==> src/rtl/counter_compare_mc.sv <==
// Shared prescaled up-counter with CHANNELS compare channels.
// Period/compare values are double-buffered: new values are staged by load and
// become active only at a period boundary (wrap tick in RUN, or while idle/done),
// so a running period is never truncated or restarted by an update.
module counter_compare_mc #(
  parameter int WIDTH      = 20,
  parameter int CHANNELS   = 4,
  parameter int PRESCALE_W = 8
) (
  input  logic                      clk,
  input  logic                      rst_n,
  input  logic                      start,
  input  logic                      stop,
  input  logic                      oneshot,
  input  logic [PRESCALE_W-1:0]     prescale,
  input  logic [WIDTH-1:0]          period,
  input  logic [CHANNELS*WIDTH-1:0] cmp,
  input  logic                      load,
  output logic [WIDTH-1:0]          count,
  output logic [CHANNELS-1:0]       match,
  output logic                      wrap,
  output logic                      busy
);

  localparam logic [1:0] S_IDLE = 2'd0;
  localparam logic [1:0] S_RUN  = 2'd1;
  localparam logic [1:0] S_DONE = 2'd2;

  logic [1:0]                state;
  logic [PRESCALE_W-1:0]     pre;
  logic                      mode_oneshot;
  logic                      pending;
  logic [WIDTH-1:0]          stg_period, act_period;
  logic [CHANNELS*WIDTH-1:0] stg_cmp, act_cmp;

  logic                      run_go;
  logic                      tick;
  logic                      wrap_tick;
  logic                      promote;
  logic [WIDTH-1:0]          last;
  logic [WIDTH-1:0]          next_cnt;
  logic [CHANNELS*WIDTH-1:0] next_cmp;
  logic [CHANNELS-1:0]       match_d;

  assign busy = (state == S_RUN);

  // Tick/wrap decode; start/stop pre-empt counting in the same cycle. A prescaler
  // above a freshly lowered prescale ticks immediately instead of rolling over.
  always_comb begin
    run_go    = (state == S_RUN) && !start && !stop;
    tick      = run_go && (pre >= prescale);
    last      = (act_period == '0) ? '1 : act_period - WIDTH'(1);
    wrap_tick = tick && (count == last);
    next_cnt  = (count == last) ? '0 : count + WIDTH'(1);
  end

  // Compare against the values that are active once count shows next_cnt, so a
  // boundary that swaps in new compares uses them for the count-0 match.
  always_comb begin
    next_cmp = act_cmp;
    if (wrap_tick && load)         next_cmp = cmp;
    else if (wrap_tick && pending) next_cmp = stg_cmp;
    match_d = '0;
    for (int i = 0; i < CHANNELS; i++)
      match_d[i] = tick && (next_cnt == next_cmp[i*WIDTH +: WIDTH]);
  end

  // Control FSM, counter, prescaler and registered pulses.
  always_ff @(posedge clk or negedge rst_n) begin
    if (!rst_n) begin
      state        <= S_IDLE;
      count        <= '0;
      pre          <= '0;
      mode_oneshot <= 1'b0;
      match        <= '0;
      wrap         <= 1'b0;
    end else begin
      match <= match_d;
      wrap  <= wrap_tick;
      if (stop) begin
        if (state == S_RUN) state <= S_IDLE;
        pre <= '0;
      end else if (start) begin
        state        <= S_RUN;
        count        <= '0;
        pre          <= '0;
        mode_oneshot <= oneshot;
      end else if (state == S_RUN) begin
        if (tick) begin
          pre   <= '0;
          count <= next_cnt;
          if (wrap_tick && mode_oneshot) state <= S_DONE;
        end else begin
          pre <= pre + PRESCALE_W'(1);
        end
      end
    end
  end

  // Staged/active double buffer for period and compare values.
  always_ff @(posedge clk or negedge rst_n) begin
    if (!rst_n) begin
      pending    <= 1'b0;
      stg_period <= '0;
      stg_cmp    <= '0;
      act_period <= '0;
      act_cmp    <= '0;
    end else if (load && wrap_tick) begin
      act_period <= period;
      act_cmp    <= cmp;
      pending    <= 1'b0;
    end else begin
      if (pending && promote) begin
        act_period <= stg_period;
        act_cmp    <= stg_cmp;
        pending    <= 1'b0;
      end
      if (load) begin
        stg_period <= period;
        stg_cmp    <= cmp;
        pending    <= 1'b1;
      end
    end
  end

  // Boundaries where staged values may go live: wrap tick, a (re)start, or any
  // cycle outside RUN.
  always_comb promote = wrap_tick || (start && !stop) || (state != S_RUN);

endmodule
==> config.mk <==
export PLATFORM = sky130hd
export DESIGN_NAME = counter_compare_mc
export DESIGN_NICKNAME = d
export VERILOG_FILES = /design/src/rtl/counter_compare_mc.sv
export SDC_FILE = /design/constraint.sdc
export NUM_CORES = 1
export LEC_CHECK = 0
export ABC_CLOCK_PERIOD_IN_PS = 4100
export CAP_MARGIN = 25
export CELL_PAD_IN_SITES_DETAIL_PLACEMENT = 1
export CELL_PAD_IN_SITES_GLOBAL_PLACEMENT = 2
export CORE_AREA = 2 2 220 222
export DETAILED_ROUTE_END_ITERATION = 8
export DIE_AREA = 0 0 222 224
export GPL_ROUTABILITY_DRIVEN = 1
export PLACE_DENSITY = 0.76
export SLEW_MARGIN = 20
export SYNTH_ARGS = -nofsm -noshare
export SYNTH_HDL_FRONTEND = slang
export SYNTH_SLANG_ARGS = --single-unit
==> constraint.sdc <==
create_clock -name clk -period 4.1 [get_ports clk]
set_clock_uncertainty 0.2 [all_clocks]
set_input_delay 1.23 -clock clk [delete_from_list [all_inputs] [get_ports clk]]
set_output_delay 1.23 -clock clk [all_outputs]
set_load 0.05 [all_outputs]
== Word-level counts from Yosys, hierarchy flattened ==
Cells that the tools add are included.

* $add $sub $neg: 3
* Equal/unequal tests: 8
* Multipliers: 0
* Shifts and indexed selects: 0
* Magnitude comparators: 1
* Bitwise gates (word level): 2
* Reductions and logical operators: 29
* Mux-type cells: 24
* Div/mod/pow operators: 0

{| class="wikitable"
|+ Operators by type and width
! operator !! count
|-
| 80-bit two-way mux || 4
|-
| 20-bit two-way mux || 7
|-
| 20-bit == test || 5
|-
| 8-bit two-way mux || 4
|-
| 20-bit by 1-bit adder with 20-bit output, second input constant || 1
|-
| 20-bit logical NOT || 1
|-
| 20-bit by 1-bit subtractor with 20-bit output, second input constant || 1
|-
| 1-bit logical AND || 13
|-
| 2-bit two-way mux || 6
|-
| 3-bit nonzero test || 4
|-
| 8-bit by 1-bit adder with 8-bit output, second input constant || 1
|-
| 8-bit >= comparator || 1
|-
| 2-bit nonzero test || 3
|-
| 2-bit by 1-bit != test with 1-bit output, second input constant || 2
|-
| 2-bit AND reduction || 2
|-
| 4-bit AND reduction || 1
|-
| 1-bit two-way mux || 3
|-
| 3-bit AND reduction || 1
|-
| 2-bit by 1-bit == test with 1-bit output, second input constant || 1
|-
| 1-bit logical NOT || 2
|-
| 1-bit logical OR || 2
|-
| 1-bit NOT || 2
|}

* Bits in writable memories: 0
* Memories: 0
* Output and inout bits: 26
* Bits in latches: 0
* ROM bits: 0
* Register bits after elaboration: 237

== Depth between registers and ports, before layout ==
Gate-level depths: netlist (run 1).

* Depth after elaboration: 11
* Mapped depth: 19
* Depth with buffers taken out: 14

== Worst setup path before layout (run 1) ==
Ideal clock, no wire load.

* Kind: input -> register
* Start: in prescale[0]
* End: reg match[3]
* Data arrival time: 4.180 ns
* Stages: 13
* Buffers on the path: 0
* Data required time: 3.804 ns
* Setup slack: -0.376 ns
* Cells stage by stage: ha_1 > nand2b_1 > a211o_1 > a221o_1 > a21o_1 > and2_1 > or3_1 > o2bb2a_1 > nand4_1 > o21ai_0 > o2111ai_1 > or4b_1 > nor4_2

* Cells in the longest elaborated chain, start to end: 8
* Elaborated cells between the ends (all ways): 9
* Classes of those cells: order compare: 1; eq/ne: 1; mux: 2; reduce/logical: 5

{| class="wikitable"
|+ RTL lines
! element !! line !! RTL
|-
| start, declared || 15 || <nowiki>input logic [PRESCALE_W-1:0] prescale,</nowiki>
|-
| 8-bit >= comparator (*) || 51 || <nowiki>tick = run_go && (pre >= prescale);</nowiki>
|-
| 1-bit logical AND (*) || 51 ||
|-
| 1-bit logical AND || 53 || <nowiki>wrap_tick = tick && (count == last);</nowiki>
|-
| 1-bit logical AND || 62 || <nowiki>else if (wrap_tick && pending) next_cmp = stg_cmp;</nowiki>
|-
| 80-bit two-way mux || 62 ||
|-
| 80-bit two-way mux || 61 || <nowiki>if (wrap_tick && load) next_cmp = cmp;</nowiki>
|-
| 20-bit == test || 65 || <nowiki>match_d[i] = tick && (next_cnt == next_cmp[i*WIDTH +: WIDTH]);</nowiki>
|-
| 1-bit logical AND (*) || 65 ||
|-
| net match_d[3] || 43 || <nowiki>logic [CHANNELS-1:0] match_d;</nowiki>
|-
| end signal, assigned || 78 || <nowiki>match <= match_d;</nowiki>
|-
| end, declared || 20 || <nowiki>output logic [CHANNELS-1:0] match,</nowiki>
|}

Mark *: on every way through the listed nets, which the timed path passes. The rest lies on a longest branch.
A chain may end at the register's enable or synchronous reset.

== Final worst setup path (run 1) ==
* Start: reg act_period[15]
* End: reg match[3]

* Cells in the longest elaborated chain, start to end: 9
* Elaborated cells between the ends (all ways): 12
* Classes of those cells: add/sub: 1; eq/ne: 2; mux: 4; reduce/logical: 5

{| class="wikitable"
|+ RTL lines
! element !! line !! RTL
|-
| start, declared || 33 || <nowiki>logic [WIDTH-1:0] stg_period, act_period;</nowiki>
|-
| start signal, assigned || 109 || <nowiki>act_period <= period;</nowiki>
|-
| start signal, assigned || 114 || <nowiki>act_period <= stg_period;</nowiki>
|-
| 20-bit by 1-bit subtractor with 20-bit output or 20-bit logical NOT (tied branches) || 52 || <nowiki>last = (act_period == '0) ? '1 : act_period - WIDTH'(1);</nowiki>
|-
| 20-bit two-way mux (*) || 52 ||
|-
| 20-bit == test (*) || 53, 54 ||
|-
| 1-bit logical AND || 53 ||
|-
| 1-bit logical AND || 62 ||
|-
| 80-bit two-way mux || 62 ||
|-
| 80-bit two-way mux || 61 ||
|-
| 20-bit == test (*) || 65 ||
|-
| 1-bit logical AND (*) || 65 ||
|-
| net match_d[3] || 43 ||
|}

Marks and branches as above.

==> flow_summary_export.csv, run 1 <==
group,metric,value,unit
grt,grt_usage,0.245,
clock_network,clkLatencyLatePin,570,ps
detailed_routing,via_per_inst,5.63,
timing,hold_slack,295,ps
yosys,ys_seq_area_frac,0.420,
yosys,synth.distinct_cells,84,
yosys,synth_nets,1588,
timing,setup_viol,203,
timing,fmaxAchievable,216,MHz
timing,setup_slack,-523,ps
power_and_ir_drop,p_leak,9.11,nW
setup_path,r2r-start,"act_period[15]",
setup_path,cp-start-kind,"flip-flop",
clock_network,cts_buffers,28,
floorplan,start_util,0.298,
detailed_routing,wl_met3,3770,um
grt,antenna_found_initial,1,
detailed_routing,met2_length,30500,um
grt,grt_pass1_vias,14800,
detailed_routing,vias,14200,
power_and_ir_drop,p_per_area,343,nW/um^2
clock_network,cts_tree,"yes",
clock_network,cts-root-buf,"clkbuf_16",
floorplan,die_area,49700,um^2
yosys,ys_warn_count,0,
setup_path,crit_path_top_delay_cell,"or4_4",
grt,grt-ovfl-total,0,
yosys,yosys_register_bits,237,
setup_path,crit_type,"reg -> reg",
timing,slew_headroom,0.455,
yosys,async_flop_share,1.00,
power_and_ir_drop,finalPower,7.14,mW
timing,report.final.slew_viol_count,0,
hold_path,holdPathEnd,"state[1]",
run_status,violations,"setup timing",
yosys,syn_area,14100,um^2
detailed_routing,drt_iter0_drc,1064,
placed_design,hpwl,45800,um
setup_path,cp.arrival,4860,ps
hold_path,whs_path_depth,2,
clock_network,cts_htree_levels,1,
floorplan,ioPinCount,140,
setup_path,reg2reg_slack,-520,ps
setup_path,worstRegToRegCells,15,
setup_path,worstPathMaxFanout,6,
detailed_routing,wl_met1,28000,um
detailed_routing,wire_per_inst,25.7,um
clock_network,cts.sinks,237,
detailed_routing,route.detailed.drc,0,
yosys,synth_top_flop_cell,"dfrtp_1",
timing,post-route-period-util,1.13,
grt,grt_pass1_wl,93500,um
run,max-cap-violations,0,
hold_path,hold_class,"reg -> reg",
setup_path,max_stage_delay,640,ps
floorplan,core,47300,um^2
placed_design,placedCellCount,2405,
floorplan,fp.dieW,222,um
detailed_routing,ant_nets,0,
grt,grt_start_max_net_pins,77,
setup_path,worstPathRequired,4340,ps
layout,layoutNonFillerInstCount,2517,
layout,nets,2010,
run_status,outcome,"finished with violations",
layout,syn2layout_area_growth,47.7,%
yosys,synth-edff-count,0,
setup_path,r2r-end,"match[3]",
clock_network,clockBufferDepth,3,
setup_path,cp_cell_sequence,"or4_4 -> or4_4 -> buf_6 -> buf_6 -> nor3_4 -> or3_1 -> nand4_1 -> or4_4 -> buf_4 -> nor3_4 -> nor2_1 -> o32a_1 -> a31oi_1 -> or4b_4 -> nor4_4",
floorplan,die-height,224,um
clock_network,path_clk_slew,60,ps
timing,setup_tns,-39550,ps
clock_network,holdBufCountCts,0,
timing,fin_crit,4620,ps
setup_path,crit_path_frequent_cell,"or4_4",
placed_design,portBuffers,139,
timing,hold_viol_final,0,
detailed_routing,routed_wl,64800,um
detailed_routing,top_layer_used,"met4",
detailed_routing,firstDrtPassIters,5,
yosys,syn_area_per_cell,9.64,um^2
setup_path,end_kind,"flip-flop",
power_and_ir_drop,vdd_drop_max,315,uV
timing,rsz0062_at_grt,"true",
yosys,synthCells,1463,
placed_design,gp_congestion,0.947,
floorplan,rows,80,
layout,layout-drive-gt1-share,0.323,
timing,worst_pin_slew,814,ps
hold_path,holdCritStartpoint,"mode_oneshot",
worst max path at each step:
stage | startpoint | endpoint | slack (ps) | depth (start not counted)
floorplan | act_period[13] | match[3] | -220 | 16
global placement | prescale[0] | match[3] | -970 | 14
detailed placement | prescale[4] | match[3] | -1000 | 18
CTS | act_period[15] | match[3] | -490 | 16
global route | prescale[1] | match[3] | -590 | 14
finish | act_period[15] | match[3] | -520 | 15
placed cells by master (no fill, tap or decap), types with 8 or more instances in the layout:
cell type / n
a211oi_1: 16
clkdlybuf4s50_1: 136
and3_1: 10
o211ai_1: 12
a21oi_1: 134
buf_6: 27
clkbuf_16: 40
nand2_1: 68
xnor2_1: 29
o22ai_1: 31
buf_12: 27
nand4_1: 14
or3_1: 16
mux2_4: 35
inv_1: 20
nor2_4: 10
buf_4: 266
dfrtp_1: 236
mux2i_1: 122
nand2b_1: 8
ha_1: 8
o21ai_0: 56
nor2_1: 155
nor3_1: 24
xor2_1: 21
nand3_1: 37
o31ai_1: 12
nor2_2: 13
buf_8: 13
mux2_2: 70
metrics by stage:
step | setup WS (ps) | util | area [um^2]
2_1_floorplan | -220 | - | 14300
5_1_grt | -592 | 0.440 | 20800
6_report | -523 | 0.440 | 20800
4_1_cts | -487 | 0.420 | 19900
3_3_place_gp | -975 | 0.385 | 18200
3_5_place_dp | -1000 | 0.385 | 18200
critical path: cells and delay by family (launching register included):
kind / cells / cell delay [ps]
buf+inv: 3 / 430
compound gates: 2 / 560
simple gates: 10 / 2910
flops: 1 / 380
state kept, by name, indices dropped and copies added (netlist names):
signal and cells:
pending 1, stg_period 20, pre 8, stg_cmp 80, wrap 1, act_period 20
act_cmp 80, mode_oneshot 1, match 4, state 2, count 20
power by group:
group	switching, mW	total [mW]	leakage (nW)	internal, mW
sequential	0.354	3.00	2.85	2.65
clock	1.04	2.37	0.414	1.33
combinational	0.816	1.77	5.84	0.958
total	2.21	7.14	9.11	4.93
per-layer routing:
metal,GRT usage,vias to the layer above
met5,0,-
met2,0.406,516
met4,0.0876,0
met3,0.0378,140
li1,-,6257
met1,0.326,7270
cell usage after synthesis (4+ instances only):
cell type,n,area share
a211o_1,5,0.0031
and2_1,8,0.0035
dfrtp_1,237,0.42
nand2_1,73,0.019
a21boi_0,4,0.0021
buf_4,13,0.0069
a221oi_1,8,0.0050
mux2i_1,127,0.090
inv_1,21,0.0056
nand4_1,14,0.0062
nor4_1,8,0.0035
buf_1,5,0.0013
a31oi_1,5,0.0022
and4_1,8,0.0050
o211ai_1,12,0.0064
o21ai_0,62,0.022
o31ai_1,12,0.0064
clkbuf_1,55,0.015
buf_2,19,0.0067
xor2_1,22,0.014
o22a_1,5,0.0031
o2111ai_1,7,0.0043
buf_6,4,0.0032
and3_1,12,0.0053
nor3b_1,4,0.0021
a22o_1,6,0.0037
mux2_2,105,0.084
or3_1,17,0.0075
o22ai_1,35,0.016
o21a_1,5,0.0027
xnor2_1,29,0.018
or2_2,6,0.0027
o32ai_1,4,0.0025
o221ai_1,6,0.0037
or4_1,5,0.0027
nand2b_1,8,0.0035
nand3_1,41,0.015
a211oi_1,20,0.011
nor3_1,30,0.011
nor2_1,175,0.047
ha_1,11,0.0098
a21oi_1,138,0.049
cell families (layout without fill, tap and decap cells):
kind of cell,Yosys count,after routing,synth area share
AO/OA/AOI/OAI,376,376,0.171
other,0,1,0
buffers and inverters,118,556,0.0387
adder cells (fa/ha/maj),11,11,0.00976
AND/OR/NAND/NOR,437,437,0.153
multiplexers,232,232,0.174
flip-flops,237,237,0.420
XOR/XNOR,52,52,0.0333
layout make-up:
class | instances | area, um^2
clock buffer | 38 | 790
multi-input combinational | 1108 | 8350
sequential | 237 | 5930
antenna | 1 | 2.50
fill | 5245 | 26500
clock inverter | 8 | 42.5
inverter | 22 | 82.6
tap | 615 | 769
timing repair buffer | 488 | 4860
what timing repair did:
action | 4_1_cts | 5_1_grt
resized for setup | 85 | 145
cloned | 7 | 14
endpoints found under the setup margin | 221 | 227
hold endpoints to repair | 0 | 0
setup buffers | 31 | 22
pin swaps | 74 | 84
Power figures use the tool's default switching activity.
==> run 2, diff against run 1 <==
--- a/config.mk
+++ b/config.mk
@@ -14,6 +14,7 @@
 export DIE_AREA = 0 0 222 224
 export GPL_ROUTABILITY_DRIVEN = 1
 export PLACE_DENSITY = 0.76
+export SKIP_LAST_GASP = 1
 export SLEW_MARGIN = 20
 export SYNTH_ARGS = -nofsm -noshare
 export SYNTH_HDL_FRONTEND = slang
==> flow_summary_export.csv, run 2 (synthesis results as in run 1) <==
group,metric,value,unit
run_status,outcome,"finished with violations",
run_status,violations,"setup timing",
timing,setup_tns,-43100,ps
power_and_ir_drop,combinationalPowerShare,0.245,
placed_design,gp_congestion,0.947,
clock_network,cts_htree_levels,1,
setup_path,cp_cell_sequence,"or4_4 -> or3_1 -> a211o_1 -> a211oi_2 -> nand4_1 -> or4_4 -> buf_4 -> nor3_4 -> buf_4 -> nor2_1 -> nor3_1 -> a221oi_2 -> nand3_1 -> nor4_4",
floorplan,start_util,0.298,
layout,largestRegisters,"act_cmp: 80 flops, stg_cmp: 80 flops",
timing,worst_pin_slew,838,ps
clock_network,clkLatencyLatePin,570,ps
detailed_routing,route.detailed.drc,0,
power_and_ir_drop,p_sw_frac,0.308,
layout,layout-drive-gt1-share,0.323,
grt,grt_start_max_net_pins,77,
clock_network,cts-root-buf,"clkbuf_16",
detailed_routing,ant_nets,0,
detailed_routing,via_per_inst,5.60,
layout,nets,2012,
hold_path,hold_class,"reg -> reg",
power_and_ir_drop,pwr-share-seq,0.422,
timing,slew_headroom,0.439,
timing,fmaxAchievable,215,MHz
clock_network,cts.sinks,237,
setup_path,critical_path_buf_inv_count,2,
floorplan,die-height,224,um
setup_path,worstPathMaxFanout,6,
timing,setup_slack,-551,ps
grt,grt_pass1_wl,93300,um
power_and_ir_drop,power.internal,4.91,mW
setup_path,worstPathRequired,4330,ps
clock_network,holdBufCountCts,0,
run,max-cap-violations,0,
layout,final_cell_mix,"buf_4 (273), dfrtp_1 (236), nor2_1 (153), clkdlybuf4s50_1 (136), a21oi_1 (135)",
setup_path,crit_family,"simple AND/OR/NAND/NOR gates",
grt,grt_usage,0.245,
setup_path,cp.arrival,4880,ps
layout,utilization,0.436,
floorplan,fp.dieW,222,um
floorplan,ioPinCount,140,
timing,setup_viol,203,
setup_path,end_kind,"flip-flop",
timing,report.final.slew_viol_count,0,
clock_network,path_clk_slew,60,ps
power_and_ir_drop,p_per_area,344,nW/um^2
power_and_ir_drop,clkPwrFrac,0.332,
clock_network,clockBufferDepth,3,
detailed_routing,routed_wl,64300,um
power_and_ir_drop,p_leak,8.95,nW
power_and_ir_drop,vdd_drop_max,324,uV
timing,fin_crit,4650,ps
detailed_routing,drt_iter0_drc,959,
grt,grt-ovfl-total,0,
floorplan,die_area,49700,um^2
detailed_routing,vias,14100,
timing,hold_viol_final,0,
clock_network,cts_tree,"yes",
setup_path,crit_type,"reg -> reg",
floorplan,core,47300,um^2
setup_path,cp-start-kind,"flip-flop",
grt,grt_pass1_vias,14800,
layout,syn2layout_area_growth,46.4,%
timing,rsz0062_at_grt,"true",
grt,antenna_found_initial,1,
power_and_ir_drop,p_sw,2.19,mW
placed_design,portBuffers,139,
detailed_routing,wire_per_inst,25.5,um
detailed_routing,firstDrtPassIters,5,
placed_design,hpwl,45800,um
layout,final_common_cell,"buf_4",
timing,post-route-period-util,1.13,
clock_network,cts_buffers,28,
setup_path,crit_path_top_delay_cell,"or4_4",
floorplan,rows,80,
setup_path,max_stage_delay,640,ps
-- run 2: cell count changes in the layout (fill, tap and decap cells not counted), sizes merged --
cell,delta
buf,+3
clkbuf,-1
-- run 2: worst register-to-register path, stage by stage (launching register included) --
cell	delay [ps]
dfrtp_2	430
or4_4	570
or3_1	360
a211o_1	280
a211oi_2	290
nand4_1	300
or4_4	640
buf_4	170
nor3_4	410
buf_4	240
nor2_1	50
nor3_1	260
a221oi_2	120
nand3_1	140
nor4_4	60
-- run 2: repair_timing --
item,in CTS,in global routing
buffers inserted,31,25
pin swaps,71,88
cloned,7,13
resized for setup,74,118
setup endpoints to repair,221,227
endpoints found under the hold margin,0,0
-- run 2: through the flow --
step	worst slack, ps	hold WS [ps]	instances	instance area (um^2)	total power, mW
after floorplan	-220	251	1463	14300	3.77
after global placement	-975	271	2405	18200	4.44
after detailed placement	-1000	285	2405	18200	4.50
after CTS	-487	302	2489	19900	7.01
after global routing	-597	325	2519	20600	7.40
final	-551	301	2519	20600	7.10
-- run 2: worst paths after layout --
path / to / startpoint / slack [ps] / depth (start not counted)
worst max-delay path: match[3] / act_period[6] / -550 / 14
worst min-delay path: state[1] / mode_oneshot / 300 / 2
worst max register to register: match[3] / act_period[6] / -550 / 14
worst min register to register: state[1] / mode_oneshot / 300 / 2
max in group asynchronous: stg_cmp[55] / rst_n / 2360 / 2
min in group asynchronous: pre[5] / rst_n / 450 / 1
-- run 2: layout make-up --
| type | instances | area (um^2) |
|---|---|---|
| timing repair buffer | 490 | 4830 |
| fill | 5252 | 26700 |
| clock inverter | 8 | 42.5 |
| sequential | 237 | 5930 |
| multi-input combinational | 1108 | 8200 |
| clock buffer | 38 | 790 |
| tap | 615 | 769 |
| inverter | 22 | 82.6 |
| antenna | 1 | 2.50 |
-- run 2: per-layer routing --
metal	wire [um]	part of all wire	GRT usage	vias to the layer above
met5	0	0	0	-
met3	4120	0.064	0.0411	137
li1	-	-	-	6253
met1	27500	0.43	0.322	7224
met2	30200	0.47	0.405	493
met4	2420	0.038	0.0896	0
-- run 2: power by group through the flow --
| stage | combinational, mW | sequential [mW] | clock [mW] |
|---|---|---|---|
| global placement | 1.44 | 3.00 | 0 |
| global route | 1.87 | 3.03 | 2.50 |
| floorplan | 0.909 | 2.86 | 0 |
| detailed placement | 1.49 | 3.01 | 0 |
| CTS | 1.62 | 2.98 | 2.41 |
| finish | 1.74 | 3.00 | 2.36 |
